### src/rtl/bus_rx_buffer_if.sv
// Receive-side bus bundle: ECC-tagged words from upstream and the
// first-word-fall-through handshake toward the consumer.
interface bus_rx_buffer_if;
    logic        in_valid;
    logic [31:0] in_data;
    logic        in_err_detected;
    logic        in_err_corrected;
    logic        out_valid;
    logic        out_ready;
    logic [31:0] out_data;

    modport master (
        output in_valid, in_data, in_err_detected, in_err_corrected, out_ready,
        input  out_valid, out_data
    );

    modport slave (
        input  in_valid, in_data, in_err_detected, in_err_corrected, out_ready,
        output out_valid, out_data
    );
endinterface

### src/rtl/bus_rx_buffer.sv
// Receive FIFO behind an ECC-checked bus: discards uncorrectable words, buffers
// the rest first-word-fall-through, and keeps saturating error/drop statistics.
module bus_rx_buffer #(
    parameter int DEPTH = 8,
    parameter int CNT_W = 16
) (
    input  logic                     clk,
    input  logic                     rst_n,
    bus_rx_buffer_if.slave           bus,
    input  logic                     clr_stats,
    output logic [$clog2(DEPTH):0]   fifo_count,
    output logic [CNT_W-1:0]         corr_count,
    output logic [CNT_W-1:0]         uncorr_count,
    output logic [CNT_W-1:0]         drop_count,
    output logic                     overflow
);
    localparam int AW = $clog2(DEPTH);
    localparam int CW = AW + 1;
    localparam logic [CW-1:0]    FULL = CW'(DEPTH);
    localparam logic [CNT_W-1:0] SAT  = {CNT_W{1'b1}};

    logic [31:0]   mem [DEPTH];
    logic [AW-1:0] wr_ptr, rd_ptr;
    logic [CW-1:0] count;

    logic is_uncorr, is_good, pop, push_ok, push, drop;

    always_comb begin
        is_uncorr = bus.in_valid & bus.in_err_detected & ~bus.in_err_corrected;
        is_good   = bus.in_valid & ~is_uncorr;
        pop       = (count != '0) & bus.out_ready;
        // A full FIFO still takes a word when the head leaves in the same cycle.
        push_ok   = (count < FULL) | pop;
        push      = is_good & push_ok;
        drop      = is_good & ~push_ok;
    end

    assign bus.out_valid = (count != '0);
    assign bus.out_data  = mem[rd_ptr];
    assign fifo_count    = count;

    always_ff @(posedge clk) begin
        if (push) mem[wr_ptr] <= bus.in_data;
    end

    // Pointers are AW bits wide so the power-of-two wrap is implicit.
    always_ff @(posedge clk or negedge rst_n) begin
        if (!rst_n) begin
            wr_ptr <= '0;
            rd_ptr <= '0;
            count  <= '0;
        end else begin
            if (push) wr_ptr <= wr_ptr + AW'(1);
            if (pop)  rd_ptr <= rd_ptr + AW'(1);
            case ({push, pop})
                2'b10:   count <= count + CW'(1);
                2'b01:   count <= count - CW'(1);
                default: count <= count;
            endcase
        end
    end

    always_ff @(posedge clk or negedge rst_n) begin
        if (!rst_n) begin
            corr_count   <= '0;
            uncorr_count <= '0;
            drop_count   <= '0;
            overflow     <= 1'b0;
        end else if (clr_stats) begin
            corr_count   <= '0;
            uncorr_count <= '0;
            drop_count   <= '0;
            overflow     <= 1'b0;
        end else begin
            if (push && bus.in_err_corrected && corr_count != SAT)
                corr_count <= corr_count + CNT_W'(1);
            if (is_uncorr && uncorr_count != SAT)
                uncorr_count <= uncorr_count + CNT_W'(1);
            if (drop && drop_count != SAT)
                drop_count <= drop_count + CNT_W'(1);
            if (drop)
                overflow <= 1'b1;
        end
    end
endmodule

### src/flat_wrapper.sv
// flat-port wrapper written by rule: the top's interface ports become plain ports
module bus_rx_buffer_flat 
#(
    parameter int DEPTH = 8,
    parameter int CNT_W = 16
)
  (clk, rst_n, clr_stats, fifo_count, corr_count, uncorr_count, drop_count, overflow, bus_in_valid, bus_in_data, bus_in_err_detected, bus_in_err_corrected, bus_out_ready, bus_out_valid, bus_out_data);
  bus_rx_buffer_if bus_i ();
  input  logic clk;
  input  logic rst_n;
  input  logic clr_stats;
  output logic [$clog2(DEPTH):0] fifo_count;
  output logic [CNT_W-1:0] corr_count;
  output logic [CNT_W-1:0] uncorr_count;
  output logic [CNT_W-1:0] drop_count;
  output logic overflow;
  input wire logic [$bits(bus_i.in_valid)-1:0] bus_in_valid;
  input wire logic [$bits(bus_i.in_data)-1:0] bus_in_data;
  input wire logic [$bits(bus_i.in_err_detected)-1:0] bus_in_err_detected;
  input wire logic [$bits(bus_i.in_err_corrected)-1:0] bus_in_err_corrected;
  input wire logic [$bits(bus_i.out_ready)-1:0] bus_out_ready;
  output wire logic [$bits(bus_i.out_valid)-1:0] bus_out_valid;
  output wire logic [$bits(bus_i.out_data)-1:0] bus_out_data;
  assign bus_i.in_valid = bus_in_valid;
  assign bus_i.in_data = bus_in_data;
  assign bus_i.in_err_detected = bus_in_err_detected;
  assign bus_i.in_err_corrected = bus_in_err_corrected;
  assign bus_i.out_ready = bus_out_ready;
  assign bus_out_valid = bus_i.out_valid;
  assign bus_out_data = bus_i.out_data;
  bus_rx_buffer #(.DEPTH(DEPTH), .CNT_W(CNT_W)) u_core (.clk(clk), .rst_n(rst_n), .bus(bus_i), .clr_stats(clr_stats), .fifo_count(fifo_count), .corr_count(corr_count), .uncorr_count(uncorr_count), .drop_count(drop_count), .overflow(overflow));
endmodule
### config.mk
export PLATFORM = sky130hd
export DESIGN_NAME = bus_rx_buffer_flat
export DESIGN_NICKNAME = d
export VERILOG_FILES = /design/src/rtl/bus_rx_buffer_if.sv /design/src/rtl/bus_rx_buffer.sv /design/src/flat_wrapper.sv
export SDC_FILE = /design/constraint.sdc
export NUM_CORES = 1
export LEC_CHECK = 0
export ABC_AREA = 1
export BUFFER_PORTS_ARGS = -buffer_cell sky130_fd_sc_hd__buf_2
export CAP_MARGIN = 20
export CORE_ASPECT_RATIO = 0.5
export CORE_MARGIN = 2
export CORE_UTILIZATION = 55
export DETAILED_ROUTE_END_ITERATION = 12
export PLACE_DENSITY = 0.76
export SKIP_LAST_GASP = 1
export SYNTH_ARGS = -nofsm -noshare
export SYNTH_HDL_FRONTEND = slang
export SYNTH_SLANG_ARGS = --single-unit
### constraint.sdc
create_clock -name clk -period 7.3 [get_ports clk]
set_clock_uncertainty 0.2 [all_clocks]
set_input_delay 1.095 -clock clk [delete_from_list [all_inputs] [get_ports clk]]
set_output_delay 1.095 -clock clk [all_outputs]
set_load 0.1 [all_outputs]
==> flow_summary.toml, run 1 <==
[final_layout]
layout-drive-gt1-share_pct = 16.3
syn_to_final_growth_pct = 13.0
nets = 1343
antenna_cells = 0

[power]
max-vdd-ir-drop_v = 0.000327
power_mw = 6.24
leakage_nw = 6.15
power_density_nw_per_um2 = 407

[die]
ios = 125
fp.dieW_um = 226
core-area_um2 = 24100
die_area_um2 = 26000
rows = 40
floorplan.initialDensity_pct = 56.2
die_height_um = 115

[clock_tree]
cts_resized = 0
clkLatencyLatePin_ns = 0.54
clk_path_buf_depth = 3
post_cts.repair.setup_buffers = 0
htree_num_levels = 1
clock_sinks = 315
numCtsBuffers = 27
tritoncts = "yes"
cts-root-buf = "clkbuf_16"
cts_hold_buffers = 0
cts.clk_slew.worst_paths_ns = 0.07

[setup_path]
worst-path-buf-inv = 2
cpPeakStageDelay_ns = 0.94
worstPathMaxFanout = 84
start_kind = "flip-flop"
crit_chain = "buf_4 -> o21ai_0 -> o22ai_1 -> nand2_1 -> nand2_1 -> buf_2"
end_kind = "output pin"
cp_slowest_cell = "buf_4"
critPathArrivalTime_ns = 3.46
reg2reg_depth = 6
cp.required_ns = 6.00
crit_top_cell = "nand2_1"
crit_type = "reg -> out"
cp.depth = 6
path_delay_family = "buffers and inverters"

[drt]
vias_per_cell = 5.56
drt_iter0_markers = 750
postRouteAntennaNets = 0
routed-via-count = 9181
first_pass_iters = 5
wire_per_inst_um = 17.6
drc = 0
routed_wl_mm = 29.1

[placed_design]
place_congestion = 0.900
dp_hpwl_mm = 17.2
portBuffers = 124

[timing]
finalHoldViolCount = 0
setup-tns-final_ns = 0
rsz0062_at_grt = "false"
tightest_slew_ns = 1.07
max_slew_margin_pct = 28.9
setup_violations = 0
min_period_over_period_pct = 65.1
post-route-min-period_ns = 4.75
fmax_mhz = 210
slew_viol_final = 0

[min_path]
whs_path_depth = 2
hp-class = "reg -> reg"

[global_route]
antenna_found_initial = 0
grt-ovfl-total = 0
grt_pass1_vias = 9080
grtUsageTotal_pct = 22.9
grt_pass1_wl_mm = 46.6
grt_max_degree = 97

[logic_synthesis]
synth.distinct_cells = 31
synth_largest_area_cell = "edfxtp_1"
synth_seq_cells = 315
ys_seq_area_share_pct = 67.6
syn_area_um2 = 13600
yosys.area.top_type_share_pct = 56.7
ys_warn_count = 0
syn-num-nets = 1227
syn_area_per_cell_um2 = 11.5
synthCells = 1179
ys_top_cells_by_area = "edfxtp_1 57%, dfrtp_1 11%, nand2_1 8.2%, mux2i_1 4.7%, nor2_1 3.7%"

[status]
status = "complete, no violations"

[job]
maxCapViolations = 0
-- cells by family (layout without fill, tap and decap cells) --
logic type	Yosys count	after routing	synth area share (%)
buf+inv	103	240	3.31
compound gates	151	151	6.36
xor+xnor	17	17	1.10
simple gates	520	520	16.0
fa+ha+maj	9	9	0.886
mux	64	64	4.72
flops	315	315	67.6
-- cells in the mapped netlist --
library cell    n
o21ai_0        74
dfrtp_1        59
inv_2           2
xnor2_1         2
ha_1            8
o211ai_1        2
edfxtp_1      256
nor2_1        132
clkinv_1        1
o21bai_1        7
clkbuf_1       24
o21ai_2         1
xor2_1         15
buf_6           4
nor2_4          4
mux2i_1        64
nor2_2          8
nand3b_1        2
a21oi_1         3
or2_2           6
buf_2          14
buf_4           4
buf_1           6
nand2_1       295
nand3_1        33
nand3_2         2
inv_1          48
fa_1            1
o22ai_1        64
nand4_1        35
nand2_2         3
-- tightest hold or removal path: cells and delay by family, from the launching register on --
family           cells  cell delay, ns
AND/OR/NAND/NOR      2            0.12
flip-flops           1            0.34
-- where the power goes --
part | internal [mW] | total, mW | switching, mW
logic | 0.529 | 2.66 | 2.13
clock network | 0.699 | 1.32 | 0.620
registers | 2.13 | 2.26 | 0.130
total | 3.36 | 6.24 | 2.88
-- area by class of cell --
cell class,instances,area [µm²]
clock inverters,13,80.1
flip-flops and latches,315,9170
repair buffers,139,733
fillers,1857,8800
well taps,336,420
multi-input cells,761,4010
clock buffers,37,723
inverters,51,191
-- layout by cell type (no fill, tap or decap), drive strengths merged, types with 35 or more instances in the layout --
| cell | netlist | final |
|---|---|---|
| buf | 28 | 139 |
| clkbuf | 24 | 37 |
| dfrtp | 59 | 59 |
| edfxtp | 256 | 256 |
| inv | 50 | 51 |
| mux2i | 64 | 64 |
| nand2 | 298 | 298 |
| nand3 | 35 | 35 |
| nand4 | 35 | 35 |
| nor2 | 144 | 144 |
| o21ai | 75 | 75 |
| o22ai | 64 | 64 |
-- registers in the layout, indices dropped and copies added, names as in the netlist --
name and cells:
u_core.mem 256, u_core.corr_count 16, u_core.drop_count 16, u_core.uncorr_count 16, u_core.fifo_count 4, u_core.rd_ptr 3
u_core.wr_ptr 3, u_core.overflow 1
-- per-layer routing --
layer	GRT usage [%]	share of wire [%]	vias to the layer above
met4	4.52	1.3	0
li1	-	-	4388
met1	31.4	43	4475
met2	38.8	49	280
met5	0	0	-
met3	4.47	6.6	38
-- path summary, 6_finish.rpt --
path | startpoint | to | slack, ns
hold reg to reg | u_core.overflow | u_core.overflow | 0.29
max in group asynchronous | rst_n | u_core.rd_ptr[1] | 5.79
min in group asynchronous | rst_n | u_core.uncorr_count[2] | 0.51
setup reg to reg | u_core.fifo_count[3] | u_core.mem[3][23] | 4.62
setup / recovery | u_core.rd_ptr[0] | bus_out_data[3] | 2.55
hold / removal | u_core.overflow | u_core.overflow | 0.29
-- per-stage QoR --
step	worst slack (ns)	utilization [%]	area (µm²)	hold WS, ns	cells
2_1_floorplan	3.60	-	13600	0.293	1179
3_3_place_gp	3.21	60.2	14500	0.274	1602
3_5_place_dp	3.12	60.2	14500	0.286	1602
4_1_cts	2.54	63.5	15300	0.302	1652
5_1_grt	2.32	63.5	15300	0.371	1652
6_report	2.55	63.5	15300	0.295	1652
Power figures use the tool's default switching activity.
==> inputs of run 2 (changes only) <==
clock period = 4.9 ns   (was 7.3 ns; I/O delays follow)
==> run 2 against run 1 <==
Effect of this change: register-to-register slack got worse by 2.5 ns; combinational power increased by 52%; flip-flop and latch count is the same; critical path type unchanged; largest cell class unchanged; largest power group unchanged.
==> flow_summary.toml, run 2 (synthesis gave the netlist of run 1 again) <==
[timing]
fmax_mhz = 267
rsz0062_at_grt = "false"
slew_viol_final = 0
setup_violations = 0
tightest_slew_ns = 0.859
setup-tns-final_ns = 0
worst_hold_slack_ns = 0.0802
max_slew_margin_pct = 42.6
min_period_over_period_pct = 76.5
finalHoldViolCount = 0
post-route-min-period_ns = 3.75

[final_layout]
antenna_cells = 0
final_cell_area_um2 = 15500
utilization_pct = 64.2
nets = 1344
layout-drive-gt1-share_pct = 16.3
largest_register = "u_core.mem"
syn_to_final_growth_pct = 14.2
multi_input_area_um2 = 4010
final_cell_mix = "295 x nand2_1, 256 x edfxtp_1, 124 x nor2_1, 124 x buf_2, 74 x o21ai_0"
seqCellArea_um2 = 9170
n_fill_cell = 1849
final_common_cell = "nand2_1"
largest_register_ffs = 256

[power]
p_seq_share_pct = 34.8
power_density_nw_per_um2 = 618
p_comb_share_pct = 42.4
power.switching_mw = 4.35
netSwitchingFraction_pct = 45.5
leakage_nw = 6.22
max-vdd-ir-drop_v = 0.000512
p_int_mw = 5.21
p_clk_share_pct = 22.8

[min_path]
hp-class = "in -> async"

[clock_tree]
cts_resized = 0
clock_sinks = 315
post_cts.repair.setup_buffers = 0
cts.clk_slew.worst_paths_ns = 0.06
numCtsBuffers = 28
cts-root-buf = "clkbuf_16"
cts_hold_buffers = 0
htree_num_levels = 1
clkLatencyLatePin_ns = 0.55
clk_path_buf_depth = 3
tritoncts = "yes"

[setup_path]
reg2reg_depth = 5
r2r-start = "u_core.fifo_count[3]"
critical_path.startpoint = "u_core.rd_ptr[1]"
start_kind = "flip-flop"
critPathArrivalTime_ns = 2.81
crit_type = "reg -> out"
end_kind = "output pin"
worstPathMaxFanout = 76
cp.required_ns = 3.96

[die]
ios = 125
floorplan.initialDensity_pct = 56.2
fp.dieW_um = 226
die_area_um2 = 26000
core-area_um2 = 24100
rows = 40
die_height_um = 115

[drt]
postRouteAntennaNets = 0
drt_iter0_markers = 709
first_pass_iters = 8
routed-via-count = 9285
vias_per_cell = 5.61
wire_per_inst_um = 18.0
routed_wl_mm = 29.7
drc = 0

[global_route]
grt_max_degree = 130
antenna_found_initial = 0
grt-ovfl-total = 0
grt_pass1_wl_mm = 47.2
grt_pass1_vias = 8957
grtUsageTotal_pct = 23.3

[job]
maxCapViolations = 0

[placed_design]
dp_hpwl_mm = 18.0
portBuffers = 124
place_congestion = 0.892
place_area_um2 = 14600

[status]
status = "complete, no violations"
-- run 2: path summary, 6_finish.rpt --
path / slack, ns / endpoint
max: 1.15 / bus_out_data[16]
min: 0.08 / u_core.uncorr_count[0]
max reg2reg: 2.10 / u_core.mem[4][23]
min reg2reg: 0.33 / u_core.overflow
max in group asynchronous: 3.54 / u_core.rd_ptr[0]
min in group clk: 0.24 / u_core.mem[6][1]
-- run 2: layer usage --
metal | wire [µm] | global-route usage, % | share of wire [%] | vias up
met5 | 0 | 0 | 0 | -
met4 | 575 | 5.09 | 1.9 | 0
met3 | 1810 | 4.22 | 6.1 | 47
met2 | 14400 | 40.1 | 48 | 311
met1 | 13000 | 31.6 | 44 | 4539
li1 | - | - | - | 4388
-- run 2: area by class of cell --
| class | count | share of cell area (%) |
|---|---|---|
| clock buffers | 35 | 4.76 |
| flip-flops and latches | 315 | 59.2 |
| repair buffers | 139 | 5.11 |
| well taps | 336 | 2.72 |
| clock inverters | 17 | 1.07 |
| multi-input cells | 761 | 25.9 |
| inverters | 51 | 1.24 |
-- run 2: power groups by stage --
stage	clock network, mW	registers, mW	logic [mW]
2_1_floorplan	0	3.44	3.21
4_1_cts	2.20	3.33	4.07
3_3_place_gp	0	3.37	3.99
6_report	2.18	3.33	4.05
5_1_grt	2.32	3.35	4.30
3_5_place_dp	0	3.38	4.04
-- run 2: through the flow --
| step | cells | worst slack, ns | power, mW |
|---|---|---|---|
| floorplan | 1179 | 1.23 | 6.65 |
| global placement | 1601 | 1.73 | 7.35 |
| detailed placement | 1601 | 1.69 | 7.42 |
| CTS | 1653 | 1.17 | 9.60 |
| global route | 1654 | 1.03 | 9.97 |
| finish | 1654 | 1.15 | 9.56 |
-- run 2: worst max-delay path: stages, from the launching register on --
cell and delay (ns):
dfrtp_4 0.79, buf_12 0.35, o21ai_0 0.20, o22ai_1 0.25, nand2_1 0.10, nand2_1 0.08, buf_2 0.42
==> inputs of run 3 (changes only) <==
CORE_UTILIZATION = 54   (was 55)
PLACE_DENSITY = 0.77   (was 0.76)
clock period = 3 ns   (was 4.9 ns; I/O delays follow)
==> run 3 against run 2 <==
Effect of this change: final cell count increased by 2.5%; setup slack worse by 1.1 ns; hold slack worse by 0.026 ns; clock power up 61%; non-clock buffer count increased by 42; die area grew 1.8%; global-route usage is 0.59 points lower; wire length rose by 2.3%; final area up 4.2%; core utilization up 2.2 points; critical path depth increased by 1.
==> flow_summary.toml, run 3 (synthesis gave the netlist of run 1 again) <==
[status]
status = "complete, no violations"

[global_route]
grt_pass1_wl_mm = 47.4
grt_max_degree = 80
antenna_found_initial = 0
grt-ovfl-total = 0
grtUsageTotal_pct = 22.7
grt_pass1_vias = 9063

[final_layout]
nets = 1386
largest_register_ffs = 256
layout-drive-gt1-share_pct = 17.3
layoutNonFillerInstCount = 1695
final_cell_mix = "295 x nand2_1, 256 x edfxtp_1, 124 x nor2_1"
antenna_cells = 0
final_common_cell = "nand2_1"
n_fill_cell = 1779
syn_to_final_growth_pct = 19.0
largest_register = "u_core.mem"

[die]
die_area_um2 = 26500
floorplan.initialDensity_pct = 55.7
die_height_um = 116
fp.dieW_um = 228
core-area_um2 = 24300
ios = 125
rows = 40

[power]
p_int_mw = 8.87
max-vdd-ir-drop_v = 0.000707
netSwitchingFraction_pct = 45.1
power.switching_mw = 7.28
leakage_nw = 6.48
p_comb_share_pct = 45.0
power_mw = 16.2
p_clk_share_pct = 21.8
power_density_nw_per_um2 = 1000
p_seq_share_pct = 33.2

[timing]
setup-tns-final_ns = 0
slew_viol_final = 0
post-route-min-period_ns = 2.92
rsz0062_at_grt = "true"
finalHoldViolCount = 0
setup_violations = 0
max_slew_margin_pct = 51.9
tightest_slew_ns = 0.721
min_period_over_period_pct = 97.3
fmax_mhz = 343

[placed_design]
place_congestion = 0.879
placed_cells = 1609
portBuffers = 124
dp_hpwl_mm = 16.9

[drt]
route.met3.wl_mm = 2.09
routed-via-count = 9418
first_pass_iters = 5
postRouteAntennaNets = 0
wire_per_inst_um = 17.9
route.met2.wl_mm = 15.2
drt_iter0_markers = 768
routed_wl_mm = 30.4
wl_met1_mm = 12.7
drc = 0
top_layer_used = "met4"
vias_per_cell = 5.56

[min_path]
hp-class = "in -> reg"

[clock_tree]
cts.clk_slew.worst_paths_ns = 0.07
htree_num_levels = 1
clock_sinks = 315
tritoncts = "yes"
cts-root-buf = "clkbuf_16"
clkLatencyLatePin_ns = 0.57
numCtsBuffers = 28
clk_path_buf_depth = 3

[setup_path]
start_kind = "flip-flop"
end_kind = "output pin"
cp.required_ns = 2.35
critPathArrivalTime_ns = 2.27
crit_type = "reg -> out"
worstPathMaxFanout = 14

[job]
maxCapViolations = 0
## run 3: worst paths after layout
| kind | start | end | slack [ns] | cells after the start |
|---|---|---|---|---|
| max | u_core.rd_ptr[0] | bus_out_data[22] | 0.08 | 7 |
| min | clr_stats | u_core.overflow | 0.05 | 2 |
| max reg2reg | u_core.fifo_count[0] | u_core.fifo_count[3] | 0.50 | 12 |
| min reg2reg | u_core.overflow | u_core.overflow | 0.32 | 2 |
| max in group asynchronous | rst_n | u_core.corr_count[14] | 1.70 | 3 |
| min in group asynchronous | rst_n | u_core.rd_ptr[0] | 0.25 | 2 |
## run 3: per-layer routing
| metal | vias to the layer above | track usage, % |
|---|---|---|
| met5 | - | 0 |
| met4 | 0 | 4.62 |
| met3 | 39 | 4.43 |
| met2 | 345 | 40.1 |
| met1 | 4570 | 29.9 |
| li1 | 4464 | - |
## run 3: area by class of cell
cell class | instances | area, µm² | area share [%]
clock inverters | 21 | 193 | 1.19
well taps | 336 | 420 | 2.61
clock buffers | 30 | 708 | 4.39
flip-flops and latches | 315 | 9180 | 56.9
multi-input cells | 761 | 4010 | 24.9
inverters | 51 | 194 | 1.20
repair buffers | 181 | 1430 | 8.89
## run 3: power by group through the flow
stage | combinational [mW] | clock, mW | sequential, mW
6_report | 7.27 | 3.52 | 5.37
5_1_grt | 7.65 | 3.74 | 5.40
4_1_cts | 7.08 | 3.57 | 5.37
3_5_place_dp | 6.78 | 0 | 5.46
3_3_place_gp | 6.69 | 0 | 5.43
2_1_floorplan | 5.25 | 0 | 5.62
## run 3: metrics by stage
step	utilization, %	instance area [µm²]	setup slack (ns)	hold slack [ns]
global placement	60.6	14700	0.416	0.301
detailed placement	60.6	14700	0.352	0.295
finish	66.3	16100	0.0813	0.0546
global route	66.3	16100	-0.0415	0.0410
floorplan	-	13600	-0.278	-0.0456
CTS	66.0	16100	-0.0902	0.0369
## run 3: what timing repair did
action,4_1_cts,5_1_grt
endpoints found under the setup margin,32,28
cloned,0,1
resized for setup,32,14
buffers inserted,0,1
endpoints found under the hold margin,280,0
hold buffers,33,0
## run 3: critical path, cell delays in order, from the launching register on
cell and delay, ns:
dfrtp_4 0.55, inv_4 0.19, buf_4 0.24, nor2_1 0.06, o22ai_1 0.18, nand2_1 0.08
nand2_1 0.10, buf_4 0.29
